$ cat src/rtl/softmax_norm_ctrl.sv
// Softmax row normaliser: requests 1/sum from a start/busy/done reciprocal unit, then streams
// exp*(1/sum) with saturation. Optional WAIT watchdog enabled by SOFTMAX_NORM_TIMEOUT_EN.
module softmax_norm_ctrl #(
  parameter int unsigned WIDTH       = 32,
  parameter int unsigned Q           = 26,
  parameter int unsigned MAX_LEN     = 1024,
  parameter int unsigned TIMEOUT_CYC = 64,
  parameter int unsigned CNT_W       = $clog2(MAX_LEN + 1)
) (
  input  logic             clk,
  input  logic             rst_n,
  input  logic             sum_valid,
  output logic             sum_ready,
  input  logic [WIDTH-1:0] sum_q,
  input  logic [CNT_W-1:0] row_len,
  output logic             recip_start,
  output logic [WIDTH-1:0] recip_a_q,
  input  logic             recip_busy,
  input  logic             recip_done,
  input  logic [WIDTH-1:0] recip_y_q,
  input  logic             in_valid,
  output logic             in_ready,
  input  logic [WIDTH-1:0] in_q,
  output logic             out_valid,
  input  logic             out_ready,
  output logic [WIDTH-1:0] out_q,
  output logic             out_last,
  output logic             err
);

  typedef enum logic [1:0] {StIdle, StReq, StWait, StNorm} state_e;

  localparam logic [WIDTH-1:0] SatMax = {1'b0, {(WIDTH-1){1'b1}}};
  localparam logic [WIDTH-1:0] SatMin = {1'b1, {(WIDTH-1){1'b0}}};
  localparam logic signed [2*WIDTH-1:0] ProdMax = {{(WIDTH+1){1'b0}}, {(WIDTH-1){1'b1}}};
  localparam logic signed [2*WIDTH-1:0] ProdMin = {{(WIDTH+1){1'b1}}, {(WIDTH-1){1'b0}}};

  state_e                    state_q;
  logic [CNT_W-1:0]          len_q;
  logic [CNT_W-1:0]          cnt_q;
  logic [WIDTH-1:0]          recip_q;
  logic                      in_done;
  logic                      in_xfer;
  logic                      out_xfer;
  logic                      sum_nonpos;
  logic                      tmo_hit;
  logic signed [2*WIDTH-1:0] prod;
  logic signed [2*WIDTH-1:0] prod_sh;
  logic [WIDTH-1:0]          norm_val;

  assign sum_ready  = (state_q == StIdle);
  assign in_done    = (cnt_q == len_q);
  // Input is only taken once recip_q is valid and the output register can accept a new value.
  assign in_ready   = (state_q == StNorm) && !in_done && (!out_valid || out_ready);
  assign in_xfer    = in_valid && in_ready;
  assign out_xfer   = out_valid && out_ready;
  assign sum_nonpos = sum_q[WIDTH-1] || (sum_q == '0);

  always_comb begin
    prod     = $signed({{WIDTH{in_q[WIDTH-1]}}, in_q}) *
               $signed({{WIDTH{recip_q[WIDTH-1]}}, recip_q});
    prod_sh  = prod >>> Q;
    norm_val = prod_sh[WIDTH-1:0];
    if (prod_sh > ProdMax) begin
      norm_val = SatMax;
    end else if (prod_sh < ProdMin) begin
      norm_val = SatMin;
    end
  end

`ifdef SOFTMAX_NORM_TIMEOUT_EN
  localparam int unsigned TmoW = $clog2(TIMEOUT_CYC + 1);

  logic [TmoW-1:0] tmo_q;

  // Counts cycles spent in WAIT; fires on the last allowed cycle without a done pulse.
  assign tmo_hit = (state_q == StWait) && (tmo_q == TmoW'(TIMEOUT_CYC - 1));

  always_ff @(posedge clk or negedge rst_n) begin
    if (!rst_n) begin
      tmo_q <= '0;
    end else if (state_q != StWait) begin
      tmo_q <= '0;
    end else if (!tmo_hit) begin
      tmo_q <= tmo_q + 1'b1;
    end
  end
`else
  logic unused_tmo;
  assign unused_tmo = (TIMEOUT_CYC != 0);
  assign tmo_hit    = 1'b0;
`endif

  always_ff @(posedge clk or negedge rst_n) begin
    if (!rst_n) begin
      state_q     <= StIdle;
      len_q       <= '0;
      cnt_q       <= '0;
      recip_q     <= '0;
      recip_a_q   <= '0;
      recip_start <= 1'b0;
      out_valid   <= 1'b0;
      out_q       <= '0;
      out_last    <= 1'b0;
      err         <= 1'b0;
    end else begin
      recip_start <= 1'b0;
      unique case (state_q)
        StIdle: begin
          // A zero-length row completes the handshake but starts nothing.
          if (sum_valid && (row_len != '0)) begin
            len_q     <= row_len;
            cnt_q     <= '0;
            recip_a_q <= sum_q;
            err       <= 1'b0;
            if (sum_nonpos) begin
              recip_q <= SatMax;
              err     <= 1'b1;
              state_q <= StNorm;
            end else begin
              state_q <= StReq;
            end
          end
        end
        StReq: begin
          if (!recip_busy) begin
            recip_start <= 1'b1;
            state_q     <= StWait;
          end
        end
        StWait: begin
          if (recip_done) begin
            recip_q <= recip_y_q;
            state_q <= StNorm;
          end else if (tmo_hit) begin
            recip_q <= SatMax;
            err     <= 1'b1;
            state_q <= StNorm;
          end
        end
        StNorm: begin
          if (in_xfer) begin
            out_valid <= 1'b1;
            out_q     <= norm_val;
            out_last  <= ((cnt_q + 1'b1) == len_q);
            cnt_q     <= cnt_q + 1'b1;
          end else if (out_xfer) begin
            out_valid <= 1'b0;
            out_last  <= 1'b0;
            if (out_last) begin
              state_q <= StIdle;
            end
          end
        end
        default: state_q <= StIdle;
      endcase
    end
  end

endmodule

$ cat config.mk
export PLATFORM = sky130hd
export DESIGN_NAME = softmax_norm_ctrl
export DESIGN_NICKNAME = d
export VERILOG_FILES = /design/src/rtl/softmax_norm_ctrl.sv
export SDC_FILE = /design/constraint.sdc
export NUM_CORES = 2
export LEC_CHECK = 0
export CORE_UTILIZATION = 65
export CTS_CLUSTER_SIZE = 28
export DETAILED_ROUTE_END_ITERATION = 6
export GPL_TIMING_DRIVEN = 1
export HOLD_SLACK_MARGIN = 0.1
export MAX_ROUTING_LAYER = met4
export PLACE_DENSITY_LB_ADDON = 0.05
export SYNTH_ARGS = -nofsm -noshare
export SYNTH_HDL_FRONTEND = slang
export SYNTH_SLANG_ARGS = --single-unit
$ cat constraint.sdc
create_clock -name clk -period 25.4 [get_ports clk]
set_clock_uncertainty 0.15 [all_clocks]
set_input_delay 2.54 -clock clk [delete_from_list [all_inputs] [get_ports clk]]
set_output_delay 2.54 -clock clk [all_outputs]
set_load 0.01 [all_outputs]
Word-level counts from Yosys, hierarchy flattened
Index checks and enable logic that the tools add are counted.
Operators by class
  muxes and demuxes: 23
  $add $sub $neg: 1
  order comparisons: 2
  equal/unequal tests: 13
  reduce and logical (&&, ||, !) cells: 21
  multiply operators: 1
Operators by type and width (count)
  2-to-1 mux 32 bit: 5
  multiplier 32 x 32 -> 64 bit: 1
  case mux 32 bit (2 select lines): 1
  > comparator 38 x 32 -> 1 bit (second input constant): 1
  < comparator 38 x 32 -> 1 bit (second input constant): 1
  logical NOT 32 bit: 1
  equality test 11 bit: 2
  2-to-1 mux 11 bit: 2
  case mux 11 bit (2 select lines): 1
  2-to-1 mux 2 bit: 7
  inequality test 2 bit (second input constant): 6
  adder 11 x 1 -> 11 bit (second input constant): 1
  nonzero test 11 bit: 1
  case mux 2 bit (4 select lines): 1
  2-to-1 mux 1 bit: 6
  AND reduction 2 bit: 3
  AND reduction 6 bit: 1
  nonzero test 2 bit: 3
  logical AND 1 bit: 5
  equality test 2 bit (second input constant): 2
  inequality test 2 x 1 -> 1 bit (second input constant): 2
  AND reduction 4 bit: 1
  AND reduction 3 bit: 1
  equality test 2 x 1 -> 1 bit (second input constant): 1
  3 further kinds: 5
Word-level totals
  logic and storage cells: 71
  register bits: 124
  output and inout port bits: 70
  bits of input ports: 114

Longest topological paths before layout
  word-level depth: 7
  depth in mapped cells: 31
  gate-level depth less buffers: 27

Least setup slack after synthesis
OpenSTA, ideal clock, no wires.
  kind: input -> register
  from: input in_q[31]
  to: register out_q[15]
  cell stages on the path: 25
  arrival time: 10.523 ns
  setup time: 0.126 ns
  path buffers: 1
  slack: 14.601 ns
  required time: 25.124 ns
  cells stage by stage: clkbuf_1 > nand2_1 > inv_1 > fa_1 > fa_1 > fa_1 > fa_1 > inv_1 > fa_1 > inv_1 > fa_1 > inv_1 > fa_1 > inv_1 > fa_1 > ha_1 > a21oi_1 > o21bai_1 > a2111oi_0 > o41ai_1 > or3_1 > o211ai_1 > nand2_1 > o32a_1 > o32a_1
On the way
  word-level cells in the longest chain between the ends: 4
  elaborated cells between the ends (all ways): 5
  those cells by class: mul (1); order compare (2); mux (2)
RTL lines
  from (decl): RTL line 23  | input logic [WIDTH-1:0] in_q,
  multiplier 32 x 32 -> 64 bit *: RTL line 60  | prod = $signed({{WIDTH{in_q[WIDTH-1]}}, in_q}) *
  < comparator 38 x 32 -> 1 bit: RTL line 66  | end else if (prod_sh < ProdMin) begin
  2-to-1 mux 32 bit: RTL line 66
  2-to-1 mux 32 bit *: RTL line 64  | if (prod_sh > ProdMax) begin
  to (signal assigned): RTL line 144  | out_q <= norm_val;
  to (decl): RTL line 26  | output logic [WIDTH-1:0] out_q,
Mark *: on every way between the ends. The rest lies on a longest branch, timed or not.
A chain may end at the register's enable or synchronous reset.

Worst setup path in the final report
  from: input in_q[31]
  to: register out_q[29]
Same word-level chain as after synthesis.

==> reports/results.tsv <==
metric	value	unit
status	finished clean	
num rows	92	
drt via density	5.71	
FFs w/ async S/R, synth	100	%
Crit Path Max Fanout	32	
number of distinct library cells after synthesis	74	
synth cell count leaders	fa_1 (1081), inv_1 (941), nand2_1 (627)	
pin count of the biggest net entering global routing	74	
post-synth net total	5824	
hold buffer count at cts	0	
detailed placer's ending HPWL	85.4	mm
first-pass GRT wire length	177	mm
number of cells on the worst reg-to-reg path	27	
Synth Instances	4444	
via count	30400	
total of max-cap violations	0	
Avg WL per Cell	20.1	um
Final setup viols	0	
Area Growth Syn to Fin	7.03	%
Arrival @ worst endpoint	12.91	ns
gr usage total	35.9	%
# fillers	4982	
Port Buffers	183	
Setup TNS	0	ns
Pwr Total	0.000521	W
clock slew at reported path FFs	0.07	ns
critical path's largest stage delay	1.10	ns
Core ar.	63300	sq um
Syn Area/Cell	9.42	sq um
first-pass detailed-route iteration total	5	
Num Clock Sinks	124	
most used cell, CP	fa_1	
top_reg_cell synth	dfrtp_1	
placed insts	5286	
crit path kind	primary input to register	
Die Ht	256	um
Yosys warnings	0	
post-place setup slack	12.27	ns
Tcrit/Tclk final	50.3	%
Yosys top cell area share	51.7	%
Yosys reg bits	124	
initial antenna violation count	3	
H-tree depth	4	
Die ar.	65400	sq um
clk buf depth	2	
number of global-route vias before repair	33000	
max frequency	78.3	MHz
Seq/Total Area, Yosys	7.41	%
Worst-Margin Slew	1.20	ns
root buf cell	clkbuf_16	
min Tclk post-route	12.77	ns
layout cells sized above 1	3.82	%
max_slew headroom	20.2	%
Hold Fails Final Rpt	0	
total I/O pin count	184	
VDD IR max	68.7	uV
die width	256	um
initial core utilization	66.1	%
# DRC	0	
post-CTS sizing	0	
Critical Path RT	25.54	ns
fin nets	5839	
synth top area cells	fa_1 (52%), inv_1 (8.4%), and2_1 (7.7%)	
Setup crit start kind	primary input	
RSZ-0062 raised after global routing	false	
non-filler cells, final	5320	
Min-Delay Path Depth	2	
Placer Congestion	0.987	
ANT nets after route	0	
Post-synth EDFFs	0	
placed cell area	44200	sq um
drt initial violations	1968	
CP max-delay cell	fa_1	
CTS tree	built	
post-route cell area	44800	sq um
total CTS buffers	17	
Overflow after GRT	0	
mapped cell area	41900	sq um
CP endpoint kind	register	
Hold/Removal Path Class	register to register	
Max Slew Vio Count	0	
LEAKAGE	22.8	nW
postcts setup bufs	0	
top-count cell post-synth	fa_1	
power per cell area	11.6	nW/um^2
setup ws final	12.63	ns
clk_lat worst skew	0.44	ns
WL final	107	mm
post-synth top area cell	fa_1	
final timing paths:
check	to	slack, ns	from
setup / recovery	out_q[29]	12.63	in_q[31]
hold / removal	recip_q[16]	0.33	recip_q[16]
setup reg to reg	out_q[29]	14.80	recip_q[2]
hold reg to reg	recip_q[16]	0.33	recip_q[16]
max in group asynchronous	recip_q[14]	21.65	rst_n
min in group asynchronous	len_q[7]	2.00	rst_n
worst max-delay path: cells and delay by family:
kind	cells	cell delay, ns
buf+inv	8	1.91
simple gates	4	1.38
fa+ha+maj	9	5.30
compound gates	7	1.72
metrics by stage:
stage / util, % / hold WS [ns]
5_1_grt: 70.8 / 0.349
3_5_place_dp: 69.8 / 0.321
3_3_place_gp: 69.8 / 0.314
4_1_cts: 70.8 / 0.337
2_1_floorplan: - / 0.350
6_report: 70.8 / 0.330
cells by family (layout without fill, tap and decap cells):
group,count (synthesis),in the layout,share of synthesized area [%]
adders and majority gates,1266,1266,57.2
and+or+nand+nor,1442,1442,17.2
xor gates and xnor gates,67,67,1.40
muxes,44,44,1.18
DFF,124,124,7.41
AOI/OAI and AO/OA,307,307,4.73
other,0,3,0
buffers and inverters,1194,1221,10.9
cells in the final DEF, fill, tap and decap left out, types with 5 or more instances in the layout:
master           synthesis  routed
o211ai_1                11      11
o21a_1                  12      12
a21o_1                  15      15
inv_1                  941     941
o21ai_1                  8       8
ha_1                   185     185
dfrtp_1                124     124
and3_1                  10      10
and2_1                 514     514
clkdlybuf4s50_1          0     174
fa_1                  1081    1081
nand2_1                627     626
clkbuf_16                0      17
nor2b_1                 39      39
nand3_1                 24      24
nor2_1                 100      99
nor3_1                  28      28
a211oi_1                 9       9
nand2b_1                11      11
xnor2_1                 51      51
a31oi_1                 38      38
o31ai_1                  5       5
o41ai_1                  5       5
o21ai_0                 80      80
o21bai_1                 9       9
or3_1                    5       5
nor4_1                  17      17
buf_4                    5      66
buf_2                   18       8
xor2_1                  16      16
nand4_1                 45      45
a21oi_1                 67      67
mux2_2                  44      44
registers in the layout, summed over array words and instances (netlist names):
signal / cells
cnt_q: 11
err: 1
len_q: 11
out_last: 1
out_q: 32
out_valid: 1
recip_a_q: 32
recip_q: 32
recip_start: 1
state_q: 2
report_power, final:
group | internal (W) | switching (W)
Clock | 0.000157 | 0.000106
Sequential | 0.000198 | 0
Combinational | 0.0000184 | 0.0000418
Total | 0.000373 | 0.000148
area by class of cell:
class | instances | area, sq um | share of cell area [%]
inverter | 942 | 3540 | 7.89
clock inverter | 13 | 166 | 0.371
antenna | 3 | 7.51 | 0.0168
tap | 846 | 1060 | 2.36
clock buffer | 18 | 439 | 0.980
sequential | 124 | 3100 | 6.93
timing repair buffer | 248 | 2280 | 5.08
multi-input combinational | 3126 | 34200 | 76.4
per-layer routing:
metal  share of wire [%]  track usage [%]
met1                  39             45.7
met2                  51             60.7
met3                 5.8             3.22
met4                 3.9             12.8
met5                   0                -
Power figures use the tool's default switching activity.
